[src/rtl/uart_fifo_tx.sv]
// UART transmitter that pulls bytes from an upstream small FIFO.
// 8N1 framing, LSB first, with one pop pulse per launched frame.
module uart_fifo_tx #(
    parameter int CLKS_PER_BIT = 217,
    parameter int FIFO_DEPTH   = 4
) (
    input  logic       i_Clk,
    input  logic       i_Rst,
    input  logic       i_Tx_Enable,
    input  logic [7:0] i_Byte,
    input  logic [2:0] i_Free_Space,
    output logic       o_Shift_Now,
    output logic       o_Tx_Serial,
    output logic       o_Tx_Active,
    output logic       o_Tx_Done
);

    localparam int CNT_W = $clog2(CLKS_PER_BIT);
    localparam logic [CNT_W-1:0] LAST = CNT_W'(CLKS_PER_BIT - 1);

    typedef enum logic [1:0] {
        IDLE,
        START,
        DATA,
        STOP
    } state_t;

    state_t           state;
    state_t           state_nxt;
    logic [CNT_W-1:0] count;
    logic [CNT_W-1:0] count_nxt;
    logic [2:0]       bit_idx;
    logic [2:0]       bit_nxt;
    logic [7:0]       shift;
    logic [7:0]       shift_nxt;
    logic             serial;
    logic             serial_nxt;
    logic             active;
    logic             active_nxt;
    logic             done;
    logic             done_nxt;
    logic             pop;
    logic             pop_nxt;
    logic             last_tick;
    logic             fifo_ready;
    logic             launch;

    // Free-space counts at or above the depth (including bogus ones) mean empty.
    assign fifo_ready = 32'(i_Free_Space) < 32'(FIFO_DEPTH);
    assign launch     = i_Tx_Enable && fifo_ready;
    assign last_tick  = (count == LAST);

    // Next-state and next-output logic; every register has a hold default.
    always_comb begin
        state_nxt  = state;
        count_nxt  = count + CNT_W'(1);
        bit_nxt    = bit_idx;
        shift_nxt  = shift;
        serial_nxt = serial;
        active_nxt = active;
        done_nxt   = 1'b0;
        pop_nxt    = 1'b0;
        unique case (state)
            IDLE: begin
                count_nxt  = '0;
                serial_nxt = 1'b1;
                active_nxt = 1'b0;
                if (launch) begin
                    state_nxt  = START;
                    shift_nxt  = i_Byte;
                    bit_nxt    = 3'd0;
                    serial_nxt = 1'b0;
                    active_nxt = 1'b1;
                    pop_nxt    = 1'b1;
                end
            end
            START: begin
                if (last_tick) begin
                    state_nxt  = DATA;
                    count_nxt  = '0;
                    bit_nxt    = 3'd0;
                    serial_nxt = shift[0];
                end
            end
            DATA: begin
                if (last_tick) begin
                    count_nxt = '0;
                    if (bit_idx == 3'd7) begin
                        state_nxt  = STOP;
                        serial_nxt = 1'b1;
                    end else begin
                        bit_nxt    = bit_idx + 3'd1;
                        shift_nxt  = {1'b0, shift[7:1]};
                        serial_nxt = shift[1];
                    end
                end
            end
            STOP: begin
                serial_nxt = 1'b1;
                if (last_tick) begin
                    state_nxt  = IDLE;
                    count_nxt  = '0;
                    active_nxt = 1'b0;
                    done_nxt   = 1'b1;
                end
            end
            default: begin
                state_nxt  = IDLE;
                count_nxt  = '0;
                serial_nxt = 1'b1;
                active_nxt = 1'b0;
            end
        endcase
    end

    // State and registered outputs; reset drops any in-flight byte.
    always_ff @(posedge i_Clk or posedge i_Rst) begin
        if (i_Rst) begin
            state   <= IDLE;
            count   <= '0;
            bit_idx <= 3'd0;
            shift   <= 8'd0;
            serial  <= 1'b1;
            active  <= 1'b0;
            done    <= 1'b0;
            pop     <= 1'b0;
        end else begin
            state   <= state_nxt;
            count   <= count_nxt;
            bit_idx <= bit_nxt;
            shift   <= shift_nxt;
            serial  <= serial_nxt;
            active  <= active_nxt;
            done    <= done_nxt;
            pop     <= pop_nxt;
        end
    end

    assign o_Shift_Now = pop;
    assign o_Tx_Serial = serial;
    assign o_Tx_Active = active;
    assign o_Tx_Done   = done;

endmodule

[config.mk]
export PLATFORM = sky130hd
export DESIGN_NAME = uart_fifo_tx
export DESIGN_NICKNAME = d
export VERILOG_FILES = /design/src/rtl/uart_fifo_tx.sv
export SDC_FILE = /design/constraint.sdc
export NUM_CORES = 1
export LEC_CHECK = 0
export ABC_AREA = 1
export BUFFER_PORTS_ARGS = -buffer_cell sky130_fd_sc_hd__buf_2
export CELL_PAD_IN_SITES_DETAIL_PLACEMENT = 1
export CELL_PAD_IN_SITES_GLOBAL_PLACEMENT = 2
export CORE_UTILIZATION = 31
export DETAILED_ROUTE_END_ITERATION = 16
export GPL_ROUTABILITY_DRIVEN = 1
export PLACE_DENSITY = 0.75
export RECOVER_POWER = 25
export SKIP_CTS_REPAIR_TIMING = 1
export SLEW_MARGIN = 20
export SYNTH_ARGS = -nofsm -noshare
export SYNTH_HDL_FRONTEND = slang
export SYNTH_SLANG_ARGS = --single-unit
export TNS_END_PERCENT = 20
[constraint.sdc]
create_clock -name i_Clk -period 1.6 [get_ports i_Clk]
set_input_delay 0.24 -clock i_Clk [delete_from_list [all_inputs] [get_ports i_Clk]]
set_output_delay 0.24 -clock i_Clk [all_outputs]
set_load 0.03 [all_outputs]
# Word level (Yosys, flattened, before mapping)
# Cells that the tools add are included.
# word_totals
ff_bits	25
# op_classes
n_addsub	2
n_lt_le_gt_ge	1
eq_ne	11
mux	28
reduce_logical	11
# op_table
cell	count
2-to-1 mux 8 bit	4
one-hot mux 8 bit (2 select lines)	2
2-to-1 mux 3 bit	4
!= test 2 bit, second input constant	6
2-to-1 mux 2 bit	5
AND reduction 5 bit	2
2-to-1 mux 1 bit	9
one-hot mux 3 bit (3 select lines)	1
adder 8 x 1 -> 8 bit, second input constant	1
== test 8 bit, second input constant	1
one-hot mux 2 bit (4 select lines)	1
== test 2 bit, second input constant	2
one-hot mux 1 bit (4 select lines)	1
AND reduction 2 bit	2
AND reduction 4 bit	1
nonzero test 2 bit	2
adder 3 x 1 -> 3 bit, second input constant	1
== test 3 bit, second input constant	1
less-than comparator 3 bit, second input constant	1
nonzero test 3 bit	1
OR reduction 3 bit	1
== test 2 x 1 -> 1 bit, second input constant	1
zero test 2 bit	1
one-hot mux 1 bit (2 select lines)	1
logical AND 1 bit	1

# Longest topological paths before layout
# Gate-level depths: netlist of the first run.
# logic_depth
word_depth	4
mapped_depth	10
ltp_nobuf	9

# Worst setup path after synthesis of the first run
# Ideal clock, no wire load.
# synth_timing
path_kind	register -> register
start	register state[0]
end	register state[1]
setup_time_ps	117
arrival_time_ps	1377
required_ps	1483
setup_slack_ps	107
path_stages_with_launch	8
n_path_buf	1
cell_sequence	dfrtp_1 inv_1 ha_1 buf_4 o21ai_0 nand3_1 nand2_1 nand2_1
# synth_between
elab_chain_cells	3
elab_cells_between_ends	11
classes_between	8 x eq/ne; 1 x mux; 2 x reduce/logical
# synth_lines
element	line_no	rtl
start, declared	28	state_t state;
start signal, assigned	128	state <= state_nxt;
== test 2 bit (tied with other cells)	63	unique case (state)
!= test 2 bit (no line)	n/a	
AND reduction 5 bit (no line)	n/a	
# Several ways; a longest one is shown, not always the timed one.
# A chain may end at the register's enable or synchronous reset.

# Final worst setup path of the first run
# layout_timing
start	register state[1]
end	register shift[2]
# layout_between
elab_chain_cells	3
elab_cells_between_ends	8
classes_between	4 x eq/ne; 1 x mux; 3 x reduce/logical
# layout_lines
element	line_no	rtl
== test 2 bit / zero test 2 bit (equally long branches)	63	
!= test 2 bit (no line) / nonzero test 2 bit (equally long branches)	n/a	
AND reduction 4 bit (no line)	n/a	
end signal, assigned	131	shift <= shift_nxt;
end, declared	34	logic [7:0] shift;
# Several ways; a longest one is shown, not always the timed one.

==> flow_metrics.py, run 1 <==
metrics = {
    "cells_and_area": {
        "syn_to_final_growth_pct": 22.63,
        "final_util": 0.3940,
        "seqCellArea_sq_um": 628.1,
        "fin_nets": 213,
        "nFillCells": 522,
        "multi_input_area_sq_um": 752.0,
        "antennaDiodeCount": 0,
        "drive_gt1_frac": 0.3439,
        "final_cells": 241,
    },
    "global_routing": {
        "grt_max_degree": 26,
        "overflow": 0,
        "grt_first_pass_wirelength_um": 5237,
        "antenna_found_initial": 0,
        "grt_use_total": 0.1351,
        "grt_pass1_vias": 1191,
    },
    "floorplanning": {
        "dieArea_sq_um": 4785,
        "core_area_sq_um": 4354,
        "die_x_um": 69.18,
        "start_util": 0.3213,
        "die-height_um": 69.18,
        "ios": 18,
        "rows": 24,
    },
    "route": {
        "drc_errors": 0,
        "first_pass_iters": 2,
        "num_vias": 1137,
        "wire_per_inst_um": 13.04,
        "routed_wl_um": 3142,
        "antenna_left": 0,
        "viasPerCell": 4.718,
        "drtIter0Drc": 30,
    },
    "pwr": {
        "sw_frac_of_total": 0.4447,
        "leakagePower_nw": 0.8386,
        "max-vdd-ir-drop_mv": 0.6222,
        "intPower_mw": 1.709,
        "finalPower_mw": 3.077,
        "pwr-share-comb": 0.547,
        "p_clk_frac": 0.124,
        "power_density_nw_per_um2": 1794,
        "p_sw_mw": 1.369,
        "p_seq_frac": 0.329,
    },
    "place": {
        "finalWeightedCongestion": 0.7625,
        "io_buffers": 15,
        "hpwl_um": 2284,
        "dp_cells": 232,
    },
    "synth": {
        "synth_ff_type": "dfrtp_1",
        "synth_compound_area_frac": 0.1118,
        "synth-async-reset-ratio": 1.000,
        "syn_area_sq_um": 1399,
        "synth_cell_type_count": 25,
        "yosys.area_share.simple": 0.2469,
        "synth_top_family_by_area": "simple AND/OR/NAND/NOR gates",
        "synth_edf_count": 0,
        "ys_seq_area_frac": 0.4481,
        "syn_area_per_cell_sq_um": 8.635,
        "synth_seq_cells": 25,
        "synth_cells": 162,
        "ys_warn_count": 0,
        "synth_adder_area_share": 0.08050,
        "synth-xor-area-share": 0,
        "synth.area.mux_share": 0.04293,
        "synth_nets": 185,
    },
    "clock_tree": {
        "root_buffer": "clkbuf_8",
        "clockBufferDepth": 2,
        "clkTransAtPathRegs_ns": 0.09,
        "clk_latency_ns": 0.27,
        "htreeDepth": 1,
        "cts_tree": "yes",
        "cts.sinks": 25,
        "cts_buffers": 3,
    },
    "timing": {
        "worst_pin_slew_ns": 0.6340,
        "slew_viol_final": 0,
        "fin_worst_hold_slack_ns": 0.2165,
        "hold_viol_final": 0,
        "slew_headroom": 0.5773,
        "finalCritPeriodShare": 0.9403,
        "period_minus_slack_ns": 1.504,
        "rsz0062_at_grt": "yes",
        "fmaxAchievable_ghz": 0.6647,
        "skew_ns": 0.004184,
        "finalSetupViolations": 0,
    },
    "worst_setup_path": {
        "critPathLaunchType": "flip-flop",
        "worstPathMaxFanout": 8,
        "required_ns": 1.76,
        "critPathArrivalTime_ns": 1.67,
        "worstSetupPathType": "flip-flop to flip-flop",
        "endpoint_kind": "flip-flop",
    },
    "status": {
        "status": "finished clean",
    },
    "worst_hold_path": {
        "min_path_type": "primary input to flip-flop",
    },
    "flow_run": {
        "maxCapViolCount": 0,
    },
}
[cells in the mapped netlist (4+ instances only)]
library cell | instances | area [sq um]
dfrtp_1 | 24 | 600.6
ha_1 | 9 | 112.6
inv_1 | 21 | 78.83
mux2i_1 | 6 | 60.06
nand2_1 | 42 | 157.7
nand2_2 | 4 | 25.02
nand3_1 | 5 | 25.02
nor2_1 | 13 | 48.80
o21ai_0 | 11 | 55.05
o21ai_2 | 9 | 78.83
[cell type report]
class / count / area share
repair buffers: 24 / 0.08315
well taps: 52 / 0.03793
flip-flops and latches: 25 / 0.3662
clock buffers: 4 / 0.02626
multi-input cells: 115 / 0.4384
inverters: 21 / 0.04814
[power by group through the flow]
stage | combinational, mW | clock, mW | sequential [mW]
after floorplan | 1.07 | 0 | 1.03
after global placement | 1.37 | 0 | 0.982
after detailed placement | 1.43 | 0 | 1.00
after CTS | 1.44 | 0.402 | 0.991
after global routing | 1.92 | 0.425 | 1.04
final | 1.68 | 0.382 | 1.01
[worst max-delay path, cell delays in order (launching register included)]
cell and delay [ns]:
dfrtp_2 0.46, inv_1 0.12, ha_2 0.19, inv_1 0.07, o21ai_4 0.20, nand3_4 0.19
nand2_2 0.12, o21ai_2 0.05
[per-layer routing]
metal / vias up / track usage / share of wire
met2: 15 / 0.2406 / 0.51
met1: 544 / 0.1647 / 0.45
li1: 574 / - / -
met5: - / 0 / 0
met3: 4 / 0.02471 / 0.028
met4: 0 / 0.04082 / 0.011
[layout by cell type, fill, tap and decap left out, types with 2 or more instances in the layout]
master	count
mux2i_1	6
o21ai_0	9
nand3_1	5
buf_4	7
dfrtp_1	23
inv_2	3
clkbuf_8	3
nor2_1	13
nand3_4	2
nand2_2	12
buf_2	15
nor3_1	2
inv_1	17
ha_1	7
nand2_1	33
o21ai_2	10
a21oi_1	2
nand2_4	2
nand4_1	2
[sequential cells by signal (all words and copies together) (netlist names)]
signal and flops:
bit_idx 3, count 8, o_Shift_Now 1, o_Tx_Active 1
o_Tx_Done 1, o_Tx_Serial 1, shift 8, state 2
[final timing paths]
check,slack [ns],to,start,cells after the start
min in group asynchronous,0.67,shift[0],i_Rst,4
max,0.1,shift[2],state[1],7
max reg2reg,0.1,shift[2],state[1],7
max in group asynchronous,0.49,state[1],i_Rst,4
min reg2reg,0.47,o_Tx_Serial,o_Tx_Serial,2
min,0.22,shift[7],i_Byte[7],3
[stage by stage]
stage	area [sq um]	TNS, ns	worst slack (ns)
floorplan	1399	0	0.1065
global placement	1570	0	0.008702
detailed placement	1570	-0.5964	-0.07632
CTS	1615	-0.8010	-0.1073
global route	1715	-0.05647	-0.01487
finish	1715	0	0.09551
[kinds of logic after synthesis]
kind of cell               count (synthesis)
muxes                                      6
and+or+nand+nor                           75
DFF                                       25
adders and majority gates                  9
AOI/OAI and AO/OA                         24
buffers and inverters                     23
Note: power is estimated with default switching activity, not from simulation.
==> run 2: changes to the inputs <==
- PLACE_DENSITY: 0.75 -> 0.83
==> flow_metrics.py, run 2 (synthesized netlist as in run 1, its figures left out) <==
metrics = {
    "cells_and_area": {
        "antennaDiodeCount": 0,
        "syn_to_final_growth_pct": 19.59,
        "fin_nets": 211,
        "layout_common_cells": "nand2_1, dfrtp_1, inv_1, buf_2, nor2_1",
        "nFillCells": 521,
        "largest_registers": "count x8, shift x8, bit_idx x3",
        "drive_gt1_frac": 0.3048,
        "layout_commonest_cell": "nand2_1",
    },
    "route": {
        "routed_wl_um": 3060,
        "drtIter0Drc": 53,
        "viasPerCell": 4.695,
        "num_vias": 1122,
        "drc_errors": 0,
        "wire_per_inst_um": 12.80,
        "antenna_left": 0,
        "first_pass_iters": 3,
    },
    "pwr": {
        "max-vdd-ir-drop_mv": 0.5499,
        "power_density_nw_per_um2": 1789,
        "leakagePower_nw": 0.8245,
        "finalPower_mw": 2.993,
    },
    "floorplanning": {
        "die-height_um": 69.18,
        "dieArea_sq_um": 4785,
        "ios": 18,
        "core_area_sq_um": 4354,
        "start_util": 0.3213,
        "rows": 24,
        "die_x_um": 69.18,
    },
    "status": {
        "status": "finished clean",
    },
    "place": {
        "finalWeightedCongestion": 0.8325,
        "hpwl_um": 2274,
        "io_buffers": 15,
    },
    "timing": {
        "fin_worst_hold_slack_ns": 0.1214,
        "period_minus_slack_ns": 1.544,
        "finalCritPeriodShare": 0.9649,
        "finalSetupViolations": 0,
        "fmaxAchievable_ghz": 0.6477,
        "worst_pin_slew_ns": 0.6441,
        "slew_viol_final": 0,
        "skew_ns": 0.002665,
        "hold_viol_final": 0,
        "fin_setup_tns_ns": 0,
        "slew_headroom": 0.5706,
        "rsz0062_at_grt": "yes",
    },
    "global_routing": {
        "grt_pass1_vias": 1173,
        "grt_use_total": 0.1404,
        "antenna_found_initial": 0,
        "grt_first_pass_wirelength_um": 5402,
        "overflow": 0,
        "grt_max_degree": 26,
    },
    "flow_run": {
        "maxCapViolCount": 0,
    },
    "worst_setup_path": {
        "worstSetupPathType": "flip-flop to flip-flop",
        "startpoint": "state[0]",
        "endpoint_kind": "flip-flop",
        "worstPathMaxFanout": 3,
        "required_ns": 1.76,
        "crit-reg2reg-launch": "state[0]",
        "critPathLaunchType": "flip-flop",
        "critPathArrivalTime_ns": 1.71,
    },
    "clock_tree": {
        "root_buffer": "clkbuf_8",
        "htreeDepth": 1,
        "cts_tree": "yes",
        "clkTransAtPathRegs_ns": 0.09,
        "clockBufferDepth": 2,
        "cts.sinks": 25,
        "cts_buffers": 3,
        "clk_latency_ns": 0.27,
    },
    "worst_hold_path": {
        "min_path_type": "primary input to async pin",
    },
}
[run 2: changes by cell type in the layout (fill, tap and decap cells not counted), sizes merged]
cell	previous run	this run
buf	22	21
dlygate4sd3	1	0
clkinvlp	1	0
inv	20	21
[run 2: layout make-up]
type	instances	area, sq um	share of cell area
Tap cell	52	65.06	0.03889
Clock buffer	4	45.04	0.02693
Timing Repair Buffer	22	125.1	0.07479
Sequential cell	25	628.1	0.3755
Multi-Input combinational cell	115	730.7	0.4368
Inverter	21	78.83	0.04712
[run 2: layer usage]
| layer | routed length, um | global-route usage |
|---|---|---|
| met1 | 1381 | 0.1694 |
| met2 | 1602 | 0.2524 |
| met3 | 52 | 0.02180 |
| met4 | 23 | 0.04762 |
| met5 | 0 | 0 |
[run 2: per-stage QoR]
stage / utilization / area, sq um / setup slack [ns] / cells
6_report: 0.3842 / 1673 / 0.05608 / 239
5_1_grt: 0.3842 / 1673 / -0.01525 / 239
4_1_cts: 0.3681 / 1603 / -0.1589 / 236
3_5_place_dp: 0.3578 / 1558 / -0.1318 / 232
3_3_place_gp: 0.3578 / 1558 / 0.03707 / 232
2_1_floorplan: - / 1399 / 0.1065 / 162
[run 2: worst paths after layout]
path,end,slack (ns),depth (start not counted)
min in group i_Clk,shift[7],0.22,3
worst max-delay path,state[1],0.06,6
worst min-delay path,count[6],0.12,3
max in group asynchronous,state[1],1.03,3
worst max register to register,state[1],0.06,6
worst min register to register,o_Tx_Serial,0.48,2
[run 2: power by group]
| part | switching, mW | internal (mW) |
|---|---|---|
| sequential | 0.139 | 0.855 |
| combinational | 0.984 | 0.629 |
| clock | 0.208 | 0.178 |
[run 2: worst max-delay path: stages, from the launching register on]
cell and delay, ns:
dfrtp_1 0.41, buf_4 0.15, ha_1 0.22, o21ai_0 0.35, nand3_1 0.16, nand2_1 0.09, nand2_1 0.05
==> run 3: changes to the inputs <==
- MAX_ROUTING_LAYER: default -> met4
==> flow_metrics.py, run 3 (synthesized netlist as in run 1, its figures left out) <==
metrics = {
    "global_routing": {
        "grt_pass1_vias": 1173,
        "grt_first_pass_wirelength_um": 5395,
        "antenna_found_initial": 0,
        "grt_use_met1": 0.1694,
        "overflow": 0,
        "grt_use_met2": 0.2524,
        "grt_max_degree": 26,
        "grt_use_total": 0.1445,
        "grt_use_met3": 0.02180,
        "grt_most_used_layer": "met2",
    },
    "cells_and_area": {
        "multi_input_area_sq_um": 730.7,
        "syn_to_final_growth_pct": 19.59,
        "antennaDiodeCount": 0,
        "fin_nets": 211,
        "final_util": 0.3842,
        "layout_common_cells": "nand2_1, dfrtp_1, inv_1, buf_2, nor2_1",
        "seqCellArea_sq_um": 628.1,
        "nFillCells": 521,
        "largest_registers": "count x8, shift x8, bit_idx x3",
        "drive_gt1_frac": 0.3048,
        "layout_commonest_cell": "nand2_1",
    },
    "timing": {
        "slew_headroom": 0.5706,
        "hold_viol_final": 0,
        "slew_viol_final": 0,
        "final.setup.worst_slack_ns": 0.05611,
        "skew_ns": 0.002492,
        "period_minus_slack_ns": 1.544,
        "finalSetupViolations": 0,
        "worst_pin_slew_ns": 0.6441,
        "rsz0062_at_grt": "yes",
        "fmaxAchievable_ghz": 0.6477,
        "finalCritPeriodShare": 0.9649,
        "fin_setup_tns_ns": 0,
    },
    "worst_setup_path": {
        "worstSetupPathType": "flip-flop to flip-flop",
        "ff2ff_path_depth": 6,
        "critPathLaunchType": "flip-flop",
        "endpoint_kind": "flip-flop",
        "required_ns": 1.76,
        "startpoint": "state[0]",
        "critPathArrivalTime_ns": 1.71,
        "rrSetupSlack_ns": 0.06,
        "critPathCapture": "state[1]",
        "crit-reg2reg-launch": "state[0]",
        "worstPathMaxFanout": 3,
        "timing.rr.end": "state[1]",
    },
    "clock_tree": {
        "cts.sinks": 25,
        "clockBufferDepth": 2,
        "clk_latency_ns": 0.27,
        "root_buffer": "clkbuf_8",
        "htreeDepth": 1,
        "clkTransAtPathRegs_ns": 0.09,
        "cts_buffers": 3,
        "cts_tree": "yes",
    },
    "place": {
        "finalWeightedCongestion": 0.8453,
        "hpwl_um": 2274,
        "io_buffers": 15,
        "dp_slack_ns": -0.1318,
    },
    "floorplanning": {
        "core_area_sq_um": 4354,
        "die-height_um": 69.18,
        "start_util": 0.3213,
        "dieArea_sq_um": 4785,
        "die_x_um": 69.18,
        "rows": 24,
        "ios": 18,
    },
    "status": {
        "status": "finished clean",
    },
    "flow_run": {
        "maxCapViolCount": 0,
    },
    "worst_hold_path": {
        "min_path_type": "primary input to async pin",
    },
    "route": {
        "antenna_left": 0,
        "drtIter0Drc": 56,
        "first_pass_iters": 3,
        "wire_per_inst_um": 12.80,
        "drc_errors": 0,
        "viasPerCell": 4.695,
        "num_vias": 1122,
        "routed_wl_um": 3060,
    },
    "pwr": {
        "max-vdd-ir-drop_mv": 0.5497,
        "leakagePower_nw": 0.8245,
        "power_density_nw_per_um2": 1789,
    },
}
## run 3: cell counts in the layout (fill, tap and decap cells not counted)
No cell type changed its count.
## run 3: report_power, final
group | switching [mW] | leakage (nW) | internal [mW] | total [mW]
clock | 0.207 | 0.0228 | 0.178 | 0.386
sequential | 0.139 | 0.324 | 0.855 | 0.994
combinational | 0.984 | 0.478 | 0.629 | 1.61
total | 1.33 | 0.824 | 1.66 | 2.99
## run 3: critical path, stage by stage, from the launching register on
cell,delay [ns]
dfrtp_1,0.41
buf_4,0.15
ha_1,0.22
o21ai_0,0.35
nand3_1,0.16
nand2_1,0.09
nand2_1,0.05
## run 3: layout make-up
cell class	instances	share of cell area
repair buffers	22	0.07479
clock buffers	4	0.02693
flip-flops and latches	25	0.3755
multi-input cells	115	0.4368
well taps	52	0.03889
inverters	21	0.04712
## run 3: how the worst min path moves through the flow
stage,slack (ns),cells after the start,from,to
6_report,0.12,3,i_Rst,count[6]
5_1_grt,0.18,3,i_Rst,count[3]
4_1_cts,0.02,3,i_Rst,count[1]
3_5_place_dp,0.32,3,i_Rst,count[1]
3_3_place_gp,0.31,3,i_Rst,count[4]
2_1_floorplan,0.27,1,i_Rst,bit_idx[0]
## run 3: layer usage
metal | up-vias | wire (um)
met4 | 0 | 22
li1 | 568 | -
met1 | 544 | 1381
met3 | 2 | 54
met2 | 8 | 1602
met5 | - | 0
## run 3: per-stage QoR
stage | std cells | power [mW] | cell area [sq um] | hold slack (ns)
2_1_floorplan | 162 | 2.091 | 1399 | 0.2666
6_report | 239 | 2.993 | 1673 | 0.1216
5_1_grt | 239 | 3.294 | 1673 | 0.1849
4_1_cts | 236 | 2.848 | 1603 | 0.01764
3_3_place_gp | 232 | 2.337 | 1558 | 0.3080
3_5_place_dp | 232 | 2.433 | 1558 | 0.3213
